File: config.mk
export PLATFORM = sky130hd
export DESIGN_NAME = ysyx_22050710_ifu_fetch_flat
export DESIGN_NICKNAME = d
export VERILOG_FILES = /design/src/rtl/ysyx_22050710_ifu_fetch_if.sv /design/src/rtl/ysyx_22050710_ifu_fetch.sv /design/src/flat_wrapper.sv
export SDC_FILE = /design/constraint.sdc
export NUM_CORES = 1
export LEC_CHECK = 0
export BUFFER_PORTS_ARGS = -buffer_cell sky130_fd_sc_hd__buf_4
export CAP_MARGIN = 20
export CORE_MARGIN = 2
export CORE_UTILIZATION = 40
export DETAILED_ROUTE_END_ITERATION = 8
export PLACE_DENSITY = 0.69
export SLEW_MARGIN = 5
export SYNTH_ARGS = -nofsm -noshare
export SYNTH_HDL_FRONTEND = slang
export SYNTH_SLANG_ARGS = --single-unit
File: constraint.sdc
create_clock -name i_clk -period 2.7 [get_ports i_clk]
set_clock_uncertainty 0.2 [all_clocks]
set_input_delay 0.27 -clock i_clk [delete_from_list [all_inputs] [get_ports i_clk]]
set_output_delay 0.27 -clock i_clk [all_outputs]
set_load 0.02 [all_outputs]
File: src/rtl/ysyx_22050710_ifu_fetch_if.sv
// Fetch-unit bundle: instruction SRAM read port, redirect input and decode-side
// instruction stream. The fetch unit uses the master modport.
interface ysyx_22050710_ifu_fetch_if #(
    parameter int ADDR_WIDTH = 32,
    parameter int DATA_WIDTH = 64,
    parameter int INST_WIDTH = 32
);
    logic                  o_sram_en;
    logic [ADDR_WIDTH-1:0] o_sram_addr;
    logic [DATA_WIDTH-1:0] i_sram_rdata;
    logic                  i_sram_rvalid;
    logic                  i_redirect_valid;
    logic [ADDR_WIDTH-1:0] i_redirect_pc;
    logic                  o_inst_valid;
    logic [INST_WIDTH-1:0] o_inst;
    logic [ADDR_WIDTH-1:0] o_inst_pc;
    logic                  i_inst_ready;

    modport master (
        output o_sram_en, o_sram_addr, o_inst_valid, o_inst, o_inst_pc,
        input  i_sram_rdata, i_sram_rvalid, i_redirect_valid, i_redirect_pc, i_inst_ready
    );

    modport slave (
        input  o_sram_en, o_sram_addr, o_inst_valid, o_inst, o_inst_pc,
        output i_sram_rdata, i_sram_rvalid, i_redirect_valid, i_redirect_pc, i_inst_ready
    );
endinterface

File: src/rtl/ysyx_22050710_ifu_fetch.sv
// Instruction fetch requester: one outstanding SRAM read, stale-response drop after
// redirect, small FIFO toward decode. YSYX_22050710_IFU_INST_BUF_EN selects a 2-entry FIFO.
module ysyx_22050710_ifu_fetch #(
    parameter int                    ADDR_WIDTH = 32,
    parameter int                    DATA_WIDTH = 64,
    parameter int                    INST_WIDTH = 32,
    parameter logic [ADDR_WIDTH-1:0] RESET_PC   = ADDR_WIDTH'(32'h8000_0000)
) (
    input logic i_clk,
    input logic i_rst_n,
    ysyx_22050710_ifu_fetch_if.master bus
);

`ifdef YSYX_22050710_IFU_INST_BUF_EN
    localparam int DEPTH = 2;
`else
    localparam int DEPTH = 1;
`endif
    localparam int CNT_W = 2;

    typedef enum logic [2:0] {
        IDLE = 3'd0,
        REQ  = 3'd1,
        WAIT = 3'd2,
        DROP = 3'd3,
        HOLD = 3'd4
    } state_e;

    state_e                state_q, state_d;
    logic [ADDR_WIDTH-1:0] pc_q, pc_d;
    logic [CNT_W-1:0]      count_q, count_d;
    logic [INST_WIDTH-1:0] buf_inst_q [DEPTH];
    logic [ADDR_WIDTH-1:0] buf_pc_q   [DEPTH];

    logic                  redirect;
    logic                  rvalid;
    logic                  sram_en;
    logic                  push;
    logic                  pop;
    logic                  free_after_push;
    logic [CNT_W-1:0]      wr_idx;
    logic [DEPTH-1:0]      slot_load;
    logic [INST_WIDTH-1:0] fetched_inst;

    assign redirect = bus.i_redirect_valid;
    assign rvalid   = bus.i_sram_rvalid;
    assign pop      = (count_q != '0) && bus.i_inst_ready;

    // The 64-bit word holds two instructions; pc[2] picks the upper one.
    assign fetched_inst = pc_q[2] ? bus.i_sram_rdata[DATA_WIDTH-1 -: INST_WIDTH]
                                  : bus.i_sram_rdata[INST_WIDTH-1:0];

    // Pushes only happen with a free slot, so count - pop + 1 never overflows.
    assign free_after_push = (count_q - CNT_W'(pop) + CNT_W'(1)) < CNT_W'(DEPTH);
    assign wr_idx          = count_q - CNT_W'(pop);

    always_comb begin
        state_d = state_q;
        pc_d    = pc_q;
        sram_en = 1'b0;
        push    = 1'b0;
        if (redirect) begin
            pc_d = bus.i_redirect_pc;
        end
        case (state_q)
            IDLE: state_d = REQ;
            REQ: begin
                if (!redirect) begin
                    sram_en = 1'b1;
                    state_d = WAIT;
                end
            end
            WAIT: begin
                if (redirect) begin
                    state_d = rvalid ? REQ : DROP;
                end else if (rvalid) begin
                    push    = 1'b1;
                    pc_d    = pc_q + ADDR_WIDTH'(4);
                    state_d = free_after_push ? REQ : HOLD;
                end
            end
            DROP: begin
                if (rvalid) begin
                    state_d = REQ;
                end
            end
            HOLD: begin
                if (redirect || (count_q < CNT_W'(DEPTH))) begin
                    state_d = REQ;
                end
            end
            default: state_d = IDLE;
        endcase
    end

    always_comb begin
        count_d = count_q;
        if (redirect) begin
            count_d = '0;
        end else begin
            count_d = count_q + CNT_W'(push) - CNT_W'(pop);
        end
    end

    always_ff @(posedge i_clk or negedge i_rst_n) begin
        if (!i_rst_n) begin
            state_q <= IDLE;
            pc_q    <= RESET_PC;
            count_q <= '0;
        end else begin
            state_q <= state_d;
            pc_q    <= pc_d;
            count_q <= count_d;
        end
    end

    // Shift FIFO: head is always entry 0, a push lands just behind the survivors.
    for (genvar gi = 0; gi < DEPTH; gi++) begin : g_slot
        assign slot_load[gi] = push && (wr_idx == CNT_W'(gi));
    end

    always_ff @(posedge i_clk or negedge i_rst_n) begin
        if (!i_rst_n) begin
            for (int i = 0; i < DEPTH; i++) begin
                buf_inst_q[i] <= '0;
                buf_pc_q[i]   <= RESET_PC;
            end
        end else begin
            for (int i = 0; i < DEPTH; i++) begin
                if (slot_load[i]) begin
                    buf_inst_q[i] <= fetched_inst;
                    buf_pc_q[i]   <= pc_q;
                end else if (pop && (i < DEPTH - 1)) begin
                    buf_inst_q[i] <= buf_inst_q[(i + 1) % DEPTH];
                    buf_pc_q[i]   <= buf_pc_q[(i + 1) % DEPTH];
                end
            end
        end
    end

    assign bus.o_sram_en    = sram_en;
    assign bus.o_sram_addr  = pc_q;
    assign bus.o_inst_valid = (count_q != '0);
    assign bus.o_inst       = buf_inst_q[0];
    assign bus.o_inst_pc    = buf_pc_q[0];

endmodule

File: src/flat_wrapper.sv
// flat-port wrapper written by rule: the top's interface ports become plain ports
module ysyx_22050710_ifu_fetch_flat 
#(
    parameter int                    ADDR_WIDTH = 32,
    parameter int                    DATA_WIDTH = 64,
    parameter int                    INST_WIDTH = 32,
    parameter logic [ADDR_WIDTH-1:0] RESET_PC   = ADDR_WIDTH'(32'h8000_0000)
)
  (i_clk, i_rst_n, bus_o_sram_en, bus_o_sram_addr, bus_o_inst_valid, bus_o_inst, bus_o_inst_pc, bus_i_sram_rdata, bus_i_sram_rvalid, bus_i_redirect_valid, bus_i_redirect_pc, bus_i_inst_ready);
  ysyx_22050710_ifu_fetch_if #(.ADDR_WIDTH(ADDR_WIDTH), .DATA_WIDTH(DATA_WIDTH), .INST_WIDTH(INST_WIDTH)) bus_i ();
  input logic i_clk;
  input logic i_rst_n;
  output wire logic [$bits(bus_i.o_sram_en)-1:0] bus_o_sram_en;
  output wire logic [$bits(bus_i.o_sram_addr)-1:0] bus_o_sram_addr;
  output wire logic [$bits(bus_i.o_inst_valid)-1:0] bus_o_inst_valid;
  output wire logic [$bits(bus_i.o_inst)-1:0] bus_o_inst;
  output wire logic [$bits(bus_i.o_inst_pc)-1:0] bus_o_inst_pc;
  input wire logic [$bits(bus_i.i_sram_rdata)-1:0] bus_i_sram_rdata;
  input wire logic [$bits(bus_i.i_sram_rvalid)-1:0] bus_i_sram_rvalid;
  input wire logic [$bits(bus_i.i_redirect_valid)-1:0] bus_i_redirect_valid;
  input wire logic [$bits(bus_i.i_redirect_pc)-1:0] bus_i_redirect_pc;
  input wire logic [$bits(bus_i.i_inst_ready)-1:0] bus_i_inst_ready;
  assign bus_o_sram_en = bus_i.o_sram_en;
  assign bus_o_sram_addr = bus_i.o_sram_addr;
  assign bus_o_inst_valid = bus_i.o_inst_valid;
  assign bus_o_inst = bus_i.o_inst;
  assign bus_o_inst_pc = bus_i.o_inst_pc;
  assign bus_i.i_sram_rdata = bus_i_sram_rdata;
  assign bus_i.i_sram_rvalid = bus_i_sram_rvalid;
  assign bus_i.i_redirect_valid = bus_i_redirect_valid;
  assign bus_i.i_redirect_pc = bus_i_redirect_pc;
  assign bus_i.i_inst_ready = bus_i_inst_ready;
  ysyx_22050710_ifu_fetch #(.ADDR_WIDTH(ADDR_WIDTH), .DATA_WIDTH(DATA_WIDTH), .INST_WIDTH(INST_WIDTH), .RESET_PC(RESET_PC)) u_core (.i_clk(i_clk), .i_rst_n(i_rst_n), .bus(bus_i));
endmodule
* Word level (Yosys, flattened, before mapping)
Cells that the tools add are included.
** Storage, ports and cells
- Register bits after elaboration :: 101
- Output and inout port bits :: 98
** Cells by class
- Add/subtract/negate cells :: 5
- $lt $le $gt $ge :: 2
- Equal/unequal tests :: 8
- Multiplexer cells :: 19
- Reduce and logical (&&, ||, !) cells :: 7
** Operators by type and width (count)
- $mux 32 :: 5
- $add 32x3->32 const B :: 1
- $mux 3 :: 6
- $pmux 3 s5 :: 1
- $eq 3x2->1 const B :: 2
- $mux 1 :: 5
- $lt 2x1->1 const B :: 2
- $mux 2 :: 2
- $ne 2x2->1 const B :: 2
- $reduce_and 4->1 :: 1
- $sub 2x1->2 :: 2
- $eq 3x1->1 const B :: 1
- $eq 3x3->1 const B :: 1
- $logic_not 3->1 :: 1
- $ne 3x3->1 const B :: 1
- $add 2x1->2 :: 1
- $add 2x1->2 const B :: 1
- $logic_and 1x1->1 :: 2
- $logic_not 2->1 :: 1
- $ne 2x1->1 const B :: 1
- $reduce_bool 2->1 :: 1
- $logic_or 1x1->1 :: 1

* Longest topological paths before layout
Gate-level depths: netlist of run 1.
- Depth in word-level cells :: 9
- Gate-level depth with buffers :: 10

* Least setup slack after synthesis of run 1
No wires, ideal clock.
- Path kind :: register -> register
- Start point :: register u_core.count_q[1]
- End point :: register u_core.buf_inst_q (netlist bit u_core.bus.o_inst[25])
- Data arrival time :: 2.013 ns
- Data required time :: 2.365 ns
- Slack :: 0.352 ns
- Cell stages (with the launch flop) :: 10
- Clock period less this slack :: 2.348 ns
- Cells stage by stage :: dfrtp_1 > or2_2 > and2_1 > ha_1 > xnor2_1 > nand3_1 > buf_2 > buf_2 > nand2_1 > o21ai_0
** Between the ends
- Cells in the longest elaborated chain, start to end :: 5
** Ends and longest elaborated chain
- start: declaration :: RTL line ysyx_22050710_ifu_fetch.sv:31 : logic [CNT_W-1:0] count_q, count_d;
- start signal: assignment :: RTL line ysyx_22050710_ifu_fetch.sv:113 : count_q <= count_d;
- $reduce_bool 2->1
- net bus_o_inst_valid :: RTL line flat_wrapper.sv:15 : output wire logic [$bits(bus_i.o_inst_valid)-1:0] bus_o_inst_valid;
- $logic_and 1x1->1 :: RTL line ysyx_22050710_ifu_fetch.sv:47 : assign pop = (count_q != '0) && bus.i_inst_ready;
- $sub 2x1->2 :: RTL line ysyx_22050710_ifu_fetch.sv:55 : assign wr_idx = count_q - CNT_W'(pop);
- $logic_not 2->1 :: RTL line ysyx_22050710_ifu_fetch.sv:119 : assign slot_load[gi] = push && (wr_idx == CNT_W'(gi));
- $logic_and 1x1->1 :: RTL line ysyx_22050710_ifu_fetch.sv:119
- end signal: indexed assignment :: RTL line ysyx_22050710_ifu_fetch.sv:131 : buf_inst_q[i] <= fetched_inst;
- end signal: indexed assignment :: RTL line ysyx_22050710_ifu_fetch.sv:134 : buf_inst_q[i] <= buf_inst_q[(i + 1) % DEPTH];
- end: declaration :: RTL line ysyx_22050710_ifu_fetch.sv:32 : logic [INST_WIDTH-1:0] buf_inst_q [DEPTH];
The timed path passes the listed nets, and every way through them passes these cells.
A chain may end at the register's enable or synchronous reset.

* Worst setup path after layout of run 1
- Start point :: register u_core.count_q[1]
- End point :: register u_core.buf_pc_q (netlist bit u_core.bus.o_inst_pc[5])
** Between the ends
- Cells in the longest elaborated chain, start to end :: 5
** Ends and longest elaborated chain
- $reduce_bool 2->1 :: RTL line ysyx_22050710_ifu_fetch.sv:47
- $logic_and 1x1->1 :: RTL line ysyx_22050710_ifu_fetch.sv:47
- $sub 2x1->2 * :: RTL line ysyx_22050710_ifu_fetch.sv:55
- $logic_not 2->1 * :: RTL line ysyx_22050710_ifu_fetch.sv:119
- $logic_and 1x1->1 * :: RTL line ysyx_22050710_ifu_fetch.sv:119
- end signal: indexed assignment :: RTL line ysyx_22050710_ifu_fetch.sv:132 : buf_pc_q[i] <= pc_q;
- end signal: indexed assignment :: RTL line ysyx_22050710_ifu_fetch.sv:135 : buf_pc_q[i] <= buf_pc_q[(i + 1) % DEPTH];
- end: declaration :: RTL line ysyx_22050710_ifu_fetch.sv:33 : logic [ADDR_WIDTH-1:0] buf_pc_q [DEPTH];
Every way passes the cells marked *; elsewhere a longest branch is shown, timed or not.

==> impl_results.md, run 1 <==
- CP Max Fanout: 54
- Commonest cells after routing, fill and taps aside: buf_4 (204), dfrtp_1 (98), nand2_1 (65)
- Buf+Inv Stages, Crit Path: 1
- Post-cts resize count: 0
- Async SR Flop Fraction: 1.00
- Top cells by area, synth: dfrtp_1 (52%), mux2_2 (7.8%), mux2i_1 (7.0%), o21ai_0 (5.7%), nand2_1 (5.2%)
- Final net count: 761
- Final slew viol count: 0
- CP arrival: 2470 ps
- Finished Layout Cells: 805
- Distinct cell type count after synthesis: 43
- Post-synth EDFFs: 0
- IO Pins: 199
- Most common cell after layout, fill and taps aside: buf_4
- Yosys reg bits: 101
- Relative slew margins: 0.610
- Routability cong.: 0.775
- Fin crit period: 2440 ps
- Hold_ws: 10.3 ps
- Vias in the first global route: 4,185
- Mapped cell area: 4740 um2
- Initial core utilization: 0.413
- Clock transition at the registers of the reported paths: 70 ps
- Number of CTS-inserted buffers: 9
- Worst Max-Slew Pin Slew: 584 ps
- All-Layer GR Usage: 0.205
- Setup CP Type: flip-flop to flip-flop
- Syn Inst Count: 438
- Syn Area/Cell: 10.8 um2
- Critical Path, Cell by Cell: or2_2, and2_1, ha_1, xnor2_1, nand3_4, buf_12, mux2_2
- Crit share post-route: 0.905
- Share of layout cells above drive strength 1: 0.403
- Largest net degree at the start of global routing: 55
- Mapped Nets: 542
- Worst skew pair latency: 340 ps
- Routed Antenna Nets: 0
- Total die area: 12,700 um2
- P_leak: 3.33 nW
- Req. time, crit path: 2720 ps
- Detailed Routing Iterations Pass 1: 4
- Postcts setup bufs: 0
- Seq/Total Area, Yosys: 0.534
- Root Buffer: clkbuf_16
- Initial antenna violation count: 0
- Pre-CTS WS: 269 ps
- HP Class: input port to flip-flop
- CP max stage cell: dfrtp_1
- Port Buffers: 198
- Total Wirelength: 13,000 um
- Max Freq: 409 MHz
- Most used DFF post-synth: dfrtp_1
- Dpl hpwl: 9430 um
- # diodes: 0
- Grt total ovfl: 0
- Power per Cell Area: 851 nW/um2
- Status: finished clean
- Dpl cells: 762
- Top Family by Delay on Critical Path: simple AND/OR/NAND/NOR gates
- RSZ-0062 raised after global routing: no
- Yosys top cell area share: 0.523
- Area leader, netlist: dfrtp_1
- First-pass GRT wire length: 21,100 um
- Htree depth: 3
- Die Wd: 113 um
- Row count: 39
- Sink count of the clock tree: 101
- Routed vias: 4,127
- Slowest stage delay, CP: 390 ps
- Area delta synth->final: 46.6%
- Startpoint types: flip-flop
- DR WL/cell: 16.1 um
- Max clock buf depth: 2
- CTS tree: done
- Max-cap violations: 0
- Worst setup EP type: flip-flop
- Worst Setup Slack, final: 256 ps
- Setup violators final: 0
- DR vias/cell: 5.13
- Final hold violations: 0
- First DRT Iteration DRCs: 198
- VDD IR max: 0.440 mV
- DRC viols: 0
- Filler cell count: 920
- Setup TNS: 0 ps
- Die height: 113 um
- Core Region: 11,500 um2
- Synth warn: 0
==> power breakdown <==
part           switching [W]  internal (W)  total [W]
combinational        0.00126       0.00112    0.00238
sequential          0.000322       0.00199    0.00231
clock               0.000542      0.000675    0.00122
==> cells in the mapped netlist (2+ instances only) <==
| library cell | n |
|---|---|
| mux2_2 | 33 |
| dfstp_2 | 2 |
| a211oi_1 | 3 |
| nor4_1 | 5 |
| a221oi_1 | 4 |
| nand3_1 | 10 |
| ha_1 | 3 |
| a31oi_1 | 2 |
| inv_1 | 10 |
| o21ai_1 | 2 |
| and3_1 | 4 |
| a311oi_1 | 6 |
| nor2b_1 | 7 |
| nand2_1 | 65 |
| or4_1 | 2 |
| xor2_1 | 9 |
| buf_2 | 11 |
| nor3_1 | 7 |
| clkbuf_1 | 12 |
| and2_1 | 2 |
| xnor2_1 | 13 |
| mux2i_1 | 33 |
| a21oi_1 | 2 |
| nor4_2 | 3 |
| buf_1 | 2 |
| nand4_1 | 6 |
| nor2_1 | 13 |
| o21ai_0 | 54 |
| dfrtp_1 | 99 |
==> per-layer routing <==
metal | GRT usage | part of all wire
met3 | 0.0568 | 0.087
met5 | 0 | 0
met2 | 0.347 | 0.49
met4 | 0.0602 | 0.011
met1 | 0.259 | 0.41
==> worst register-to-register path, stage by stage (launching register included) <==
cell,delay (ps)
dfrtp_1,390
or2_2,330
and2_1,180
ha_1,190
xnor2_1,360
nand3_4,150
buf_12,220
mux2_2,310
==> final cells by class <==
| class | count | area, um2 | share of cell area |
|---|---|---|---|
| Inverter | 11 | 41.3 | 0.00595 |
| Multi-Input combinational cell | 301 | 2070 | 0.298 |
| Clock inverter | 3 | 20.0 | 0.00288 |
| Tap cell | 143 | 179 | 0.0258 |
| Sequential cell | 101 | 2530 | 0.365 |
| Timing Repair Buffer | 233 | 1840 | 0.265 |
| Clock buffer | 13 | 260 | 0.0375 |
==> sequential cells by signal, indices dropped and copies added, names as in the netlist <==
register	cells
u_core.bus.o_inst_pc	32
u_core.state_q	3
u_core.count_q	2
u_core.bus.o_sram_addr	32
u_core.bus.o_inst	32
==> logic make-up after synthesis <==
kind of cell	count (synthesis)	share of synthesized area
buf+inv	36	0.0314
flops	101	0.534
mux	66	0.148
simple gates	135	0.147
xor+xnor	22	0.0407
fa+ha+maj	3	0.00792
compound gates	75	0.0911
==> metrics by stage <==
| step | total power [W] | util | cell area [um2] |
|---|---|---|---|
| 6_report | 0.00591 | 0.606 | 6940 |
| 4_1_cts | 0.00597 | 0.606 | 6940 |
| 3_5_place_dp | 0.00471 | 0.558 | 6390 |
| 2_1_floorplan | 0.00358 | - | 4740 |
| 3_3_place_gp | 0.00465 | 0.558 | 6390 |
| 5_1_grt | 0.00628 | 0.606 | 6940 |
==> path summary, 6_finish.rpt <==
| kind | to | slack, ps | from | cells past startpoint |
|---|---|---|---|---|
| max in group asynchronous | u_core.bus.o_sram_addr[14]$_DFF_PN0_ | 1180 | i_rst_n | 3 |
| worst max-delay path | u_core.bus.o_inst_pc[5]$_DFFE_PN0P_ | 260 | u_core.count_q[1]$_DFF_PN0_ | 7 |
| worst min-delay path | u_core.bus.o_sram_addr[15]$_DFF_PN0_ | 10 | bus_i_redirect_pc[15] | 3 |
| min in group asynchronous | u_core.bus.o_inst_pc[27]$_DFFE_PN0P_ | 270 | i_rst_n | 2 |
| worst min register to register | u_core.bus.o_inst[26]$_DFFE_PN0P_ | 280 | u_core.bus.o_inst[26]$_DFFE_PN0P_ | 2 |
| worst max register to register | u_core.bus.o_inst_pc[5]$_DFFE_PN0P_ | 260 | u_core.count_q[1]$_DFF_PN0_ | 7 |
==> what timing repair did <==
item                       CTS  global route
setup endpoints to repair    0             0
hold endpoints to repair    67             0
hold buffers                27             0
No activity file was read; power rests on OpenSTA's default activity.
==> inputs of run 2 (changes only) <==
--- a/config.mk
+++ b/config.mk
@@ -8,9 +8,9 @@
 export BUFFER_PORTS_ARGS = -buffer_cell sky130_fd_sc_hd__buf_4
 export CAP_MARGIN = 20
 export CORE_MARGIN = 2
-export CORE_UTILIZATION = 40
+export CORE_UTILIZATION = 48
 export DETAILED_ROUTE_END_ITERATION = 8
-export PLACE_DENSITY = 0.69
+export PLACE_DENSITY = 0.8
 export SLEW_MARGIN = 5
 export SYNTH_ARGS = -nofsm -noshare
 export SYNTH_HDL_FRONTEND = slang
==> impl_results.md, run 2 (same netlist as run 1, synthesis figures left out) <==
- # diodes: 0
- Total Wirelength: 13,300 um
- P_leak: 3.40 nW
- Number of CTS-inserted buffers: 9
- Buf+Inv Stages, Crit Path: 1
- Largest net degree at the start of global routing: 55
- CP Max Fanout: 43
- Filler cell count: 679
- Worst skew pair latency: 360 ps
- All-Layer GR Usage: 0.244
- Fin crit period: 2420 ps
- Grt total ovfl: 0
- Final slew viol count: 0
- DR vias/cell: 5.23
- CTS tree: done
- Clock transition at the registers of the reported paths: 100 ps
- Final hold violations: 0
- Vias in the first global route: 4,204
- Setup violators final: 0
- Max-cap violations: 0
- Dpl hpwl: 9330 um
- Top Family by Delay on Critical Path: simple AND/OR/NAND/NOR gates
- IO Pins: 199
- CP arrival: 2470 ps
- Htree depth: 3
- Post-cts resize count: 0
- Row count: 36
- Req. time, crit path: 2740 ps
- Worst setup EP type: flip-flop
- Register area: 2530 um2
- Sink count of the clock tree: 101
- Area delta synth->final: 49.8%
- Multi-input logic area: 2070 um2
- VDD IR max: 0.553 mV
- Finished Layout Cells: 818
- Status: finished clean
- HP Class: input port to flip-flop
- Share of layout cells above drive strength 1: 0.396
- Max clock buf depth: 2
- Critical Path, Cell by Cell: or2_2, and2_1, ha_1, xnor2_1, nand3_4, buf_12, mux2_2
- Startpoint types: flip-flop
- Relative slew margins: 0.548
- Port Buffers: 198
- Detailed Routing Iterations Pass 1: 4
- Slowest stage delay, CP: 390 ps
- Initial antenna violation count: 0
- Root Buffer: clkbuf_8
- CP Depth: 7
- Core Region: 9680 um2
- DR WL/cell: 16.2 um
- Crit share post-route: 0.897
- Hold depth: 3
- Routed vias: 4,280
- First DRT Iteration DRCs: 152
- Worst r2r path cells: 7
- Die Wd: 103 um
- Dpl cells: 755
- Max Freq: 413 MHz
- Commonest cells after routing, fill and taps aside: buf_4 (206), dfrtp_1 (98), nand2_1 (65)
- Die height: 103 um
- Postcts setup bufs: 0
- Routability cong.: 0.841
- DRC viols: 0
- Total die area: 10,700 um2
- Most common cell after layout, fill and taps aside: buf_4
- Setup TNS: 0 ps
- Setup CP Type: flip-flop to flip-flop
- CP max stage cell: dfrtp_1
- Routed Antenna Nets: 0
- First-pass GRT wire length: 20,100 um
- Worst Max-Slew Pin Slew: 678 ps
- RSZ-0062 raised after global routing: no
- Power per Cell Area: 811 nW/um2
- Initial core utilization: 0.489
- Final net count: 784
run 2: worst paths after layout:
check                                                   from                                   end  slack (ps)
max                              u_core.count_q[1]$_DFF_PN0_  u_core.bus.o_inst_pc[12]$_DFFE_PN0P_         280
min                                     bus_i_sram_rdata[27]     u_core.bus.o_inst[27]$_DFFE_PN0P_          10
max reg2reg                      u_core.count_q[1]$_DFF_PN0_  u_core.bus.o_inst_pc[12]$_DFFE_PN0P_         280
min reg2reg                u_core.bus.o_inst[20]$_DFFE_PN0P_     u_core.bus.o_inst[20]$_DFFE_PN0P_         290
max in group asynchronous                            i_rst_n      u_core.bus.o_inst[8]$_DFFE_PN0P_        1340
min in group asynchronous                            i_rst_n  u_core.bus.o_inst_pc[23]$_DFFE_PN0P_         280
run 2: where the power goes:
part	internal (W)	switching [W]	total, W
clock	0.000504	0.000499	0.00100
combinational	0.00116	0.00128	0.00243
sequential	0.00199	0.000333	0.00232
total	0.00365	0.00211	0.00576
run 2: final cells by class:
| cell class | count | share of cell area |
|---|---|---|
| well taps | 133 | 0.0234 |
| multi-input cells | 301 | 0.292 |
| repair buffers | 256 | 0.293 |
| clock buffers | 13 | 0.0238 |
| clock inverters | 3 | 0.00599 |
| inverters | 11 | 0.00582 |
| flip-flops and latches | 101 | 0.357 |
run 2: worst register-to-register path: cells and delay by family, from the launching register on:
family                   cells  cell delay [ps]
XOR/XNOR                     1              370
adder cells (fa/ha/maj)      1              180
buffers and inverters        1              200
flip-flops                   1              390
multiplexers                 1              320
AND/OR/NAND/NOR              3              660
run 2: metrics by stage:
stage | total power [W] | setup WS (ps) | instance area, um2 | hold WS, ps | utilization
2_1_floorplan | 0.00358 | 352 | 4740 | -226 | -
3_3_place_gp | 0.00464 | 361 | 6420 | 143 | 0.663
3_5_place_dp | 0.00472 | 289 | 6420 | 148 | 0.663
4_1_cts | 0.00579 | 289 | 7100 | 1.00 | 0.733
5_1_grt | 0.00608 | 154 | 7100 | 15.7 | 0.733
6_report | 0.00576 | 278 | 7100 | 11.9 | 0.733
run 2: layer usage:
metal	wire [um]	vias up	GRT usage
li1	-	2027	-
met1	5220	2077	0.295
met2	6960	157	0.437
met3	879	19	0.0390
met4	223	0	0.0931
met5	0	-	0
run 2: repair_timing:
item                                   4_1_cts  5_1_grt
endpoints found under the hold margin       88        0
hold buffers                                47        0
setup endpoints to repair                    0        0
==> inputs of run 3 (changes only) <==
--- a/config.mk
+++ b/config.mk
@@ -8,9 +8,8 @@
 export BUFFER_PORTS_ARGS = -buffer_cell sky130_fd_sc_hd__buf_4
 export CAP_MARGIN = 20
 export CORE_MARGIN = 2
-export CORE_UTILIZATION = 48
+export CORE_UTILIZATION = 30
 export DETAILED_ROUTE_END_ITERATION = 8
-export PLACE_DENSITY = 0.8
 export SLEW_MARGIN = 5
 export SYNTH_ARGS = -nofsm -noshare
 export SYNTH_HDL_FRONTEND = slang
==> impl_results.md, run 3 (same netlist as run 1, synthesis figures left out) <==
- Status: finished clean
- Multi-input logic area: 2070 um2
- Area delta synth->final: 51.6%
- Max clock buf depth: 2
- CP arrival: 2610 ps
- Critical Path Start: u_core.count_q[1]$_DFF_PN0_
- P_leak: 3.40 nW
- CP max stage cell: dfrtp_1
- Most common cell after layout, fill and taps aside: buf_4
- DRC viols: 0
- Register area: 2530 um2
- VDD IR max: 0.330 mV
- Power per Cell Area: 873 nW/um2
- Setup CP Type: flip-flop to flip-flop
- HP Class: input port to flip-flop
- Final hold violations: 0
- Routed Antenna Nets: 0
- Htree depth: 3
- IO Pins: 199
- Crit share post-route: 0.947
- Die Wd: 130 um
- Relative slew margins: 0.614
- Number of CTS-inserted buffers: 9
- Postcts setup bufs: 0
- CTS Hold Bufs: 30
- Sink count of the clock tree: 101
- Post-cts resize count: 0
- Die height: 130 um
- First DRT Iteration DRCs: 137
- Post-DP Area: 6520 um2
- Worst r2r path cells: 8
- Total die area: 16,800 um2
- # diodes: 0
- Max Freq: 391 MHz
- Fin crit period: 2560 ps
- Detailed Routing Iterations Pass 1: 4
- Setup TNS: 0 ps
- Slowest stage delay, CP: 390 ps
- R2R setup slack: 140 ps
- Worst Max-Slew Pin Slew: 578 ps
- Routed vias: 4,155
- Vias in the first global route: 4,109
- First-pass GRT wire length: 21,000 um
- Critical Path, Cell by Cell: or2_2, and2_1, ha_1, xnor2_1, nand3_4, buf_12, buf_4, o21ai_0
- Largest net degree at the start of global routing: 74
- Final net count: 769
- CP endpoint: u_core.bus.o_inst[25]$_DFFE_PN0P_
- Share of layout cells above drive strength 1: 0.407
- Initial antenna violation count: 0
- R2r startpoint: u_core.count_q[1]$_DFF_PN0_
- CTS tree: done
- Max-cap violations: 0
- Core Region: 15,300 um2
- RSZ-0062 raised after global routing: no
- Port Buffers: 198
- Total Wirelength: 13,700 um
- Initial core utilization: 0.309
- DR WL/cell: 15.5 um
- Commonest cells after routing, fill and taps aside: buf_4 (209), dfrtp_1 (98), nand2_1 (65)
- Root Buffer: clkbuf_16
- Row count: 45
- Req. time, crit path: 2760 ps
- Setup violators final: 0
- DR vias/cell: 4.72
- Worst skew pair latency: 350 ps
- Worst setup EP type: flip-flop
- All-Layer GR Usage: 0.162
- Filler cell count: 1,455
- Grt total ovfl: 0
- CP Max Fanout: 56
- Post-Layout Inst Area: 7180 um2
- Startpoint types: flip-flop
- Clock transition at the registers of the reported paths: 70 ps
- Critical R2R Capture: u_core.bus.o_inst[25]$_DFFE_PN0P_
- Hold depth: 3
- Final slew viol count: 0
- Dpl hpwl: 10,100 um
- Routability cong.: 0.781
-- run 3: cell types whose count changed in the layout (fill, tap and decap cells not counted) --
cell           delta
dlygate4sd3_1    -17
clkbuf_8         -12
clkbuf_16         +9
buf_4             +3
bufinv_16         +3
buf_12            -1
clkinv_2          -1
clkinvlp_4        +1
-- run 3: where the power goes --
| part | total, W | switching [W] | internal [W] |
|---|---|---|---|
| clock | 0.00157 | 0.000571 | 0.00100 |
| combinational | 0.00239 | 0.00126 | 0.00113 |
| sequential | 0.00231 | 0.000321 | 0.00199 |
-- run 3: cell type report --
cell class	instances	share of cell area
inverters	11	0.00575
multi-input cells	301	0.288
well taps	211	0.0368
clock inverters	6	0.0188
repair buffers	241	0.266
clock buffers	10	0.0319
flip-flops and latches	101	0.353
-- run 3: stage by stage --
step | hold WS [ps] | setup WS, ps | std cells | total power, W | utilization
after floorplan | -226 | 352 | 438 | 0.00358 | -
after global placement | 22.6 | 254 | 835 | 0.00467 | 0.425
after detailed placement | 26.5 | 112 | 835 | 0.00474 | 0.425
after CTS | 1.43 | 101 | 881 | 0.00636 | 0.469
after global routing | 28.6 | 7.71 | 881 | 0.00665 | 0.469
final | 12.1 | 144 | 881 | 0.00627 | 0.469
-- run 3: critical path: cells and delay by family, from the launching register on --
kind                     cells  cell delay (ps)
buffers and inverters        2              420
AND/OR/NAND/NOR              3              710
AO/OA/AOI/OAI                1              190
XOR/XNOR                     1              350
adder cells (fa/ha/maj)      1              180
flip-flops                   1              390
-- run 3: routing by layer --
layer	GRT usage	share of wire	wire (um)
met1	0.208	0.44	6010
met2	0.261	0.47	6360
met3	0.0376	0.072	987
met4	0.0740	0.022	305
met5	0	0	0
-- run 3: how the worst min path moves through the flow --
stage / slack (ps) / startpoint / end
final: 10 / bus_i_sram_rdata[28] / u_core.bus.o_inst[28]$_DFFE_PN0P_
after global routing: 30 / bus_i_sram_rdata[50] / u_core.bus.o_inst[18]$_DFFE_PN0P_
after CTS: 1 / bus_i_sram_rdata[28] / u_core.bus.o_inst[28]$_DFFE_PN0P_
after detailed placement: 30 / i_rst_n / u_core.bus.o_inst_pc[20]$_DFFE_PN0P_
after global placement: 20 / i_rst_n / u_core.bus.o_inst_pc[20]$_DFFE_PN0P_
after floorplan: -230 / i_rst_n / u_core.bus.o_inst[0]$_DFFE_PN0P_
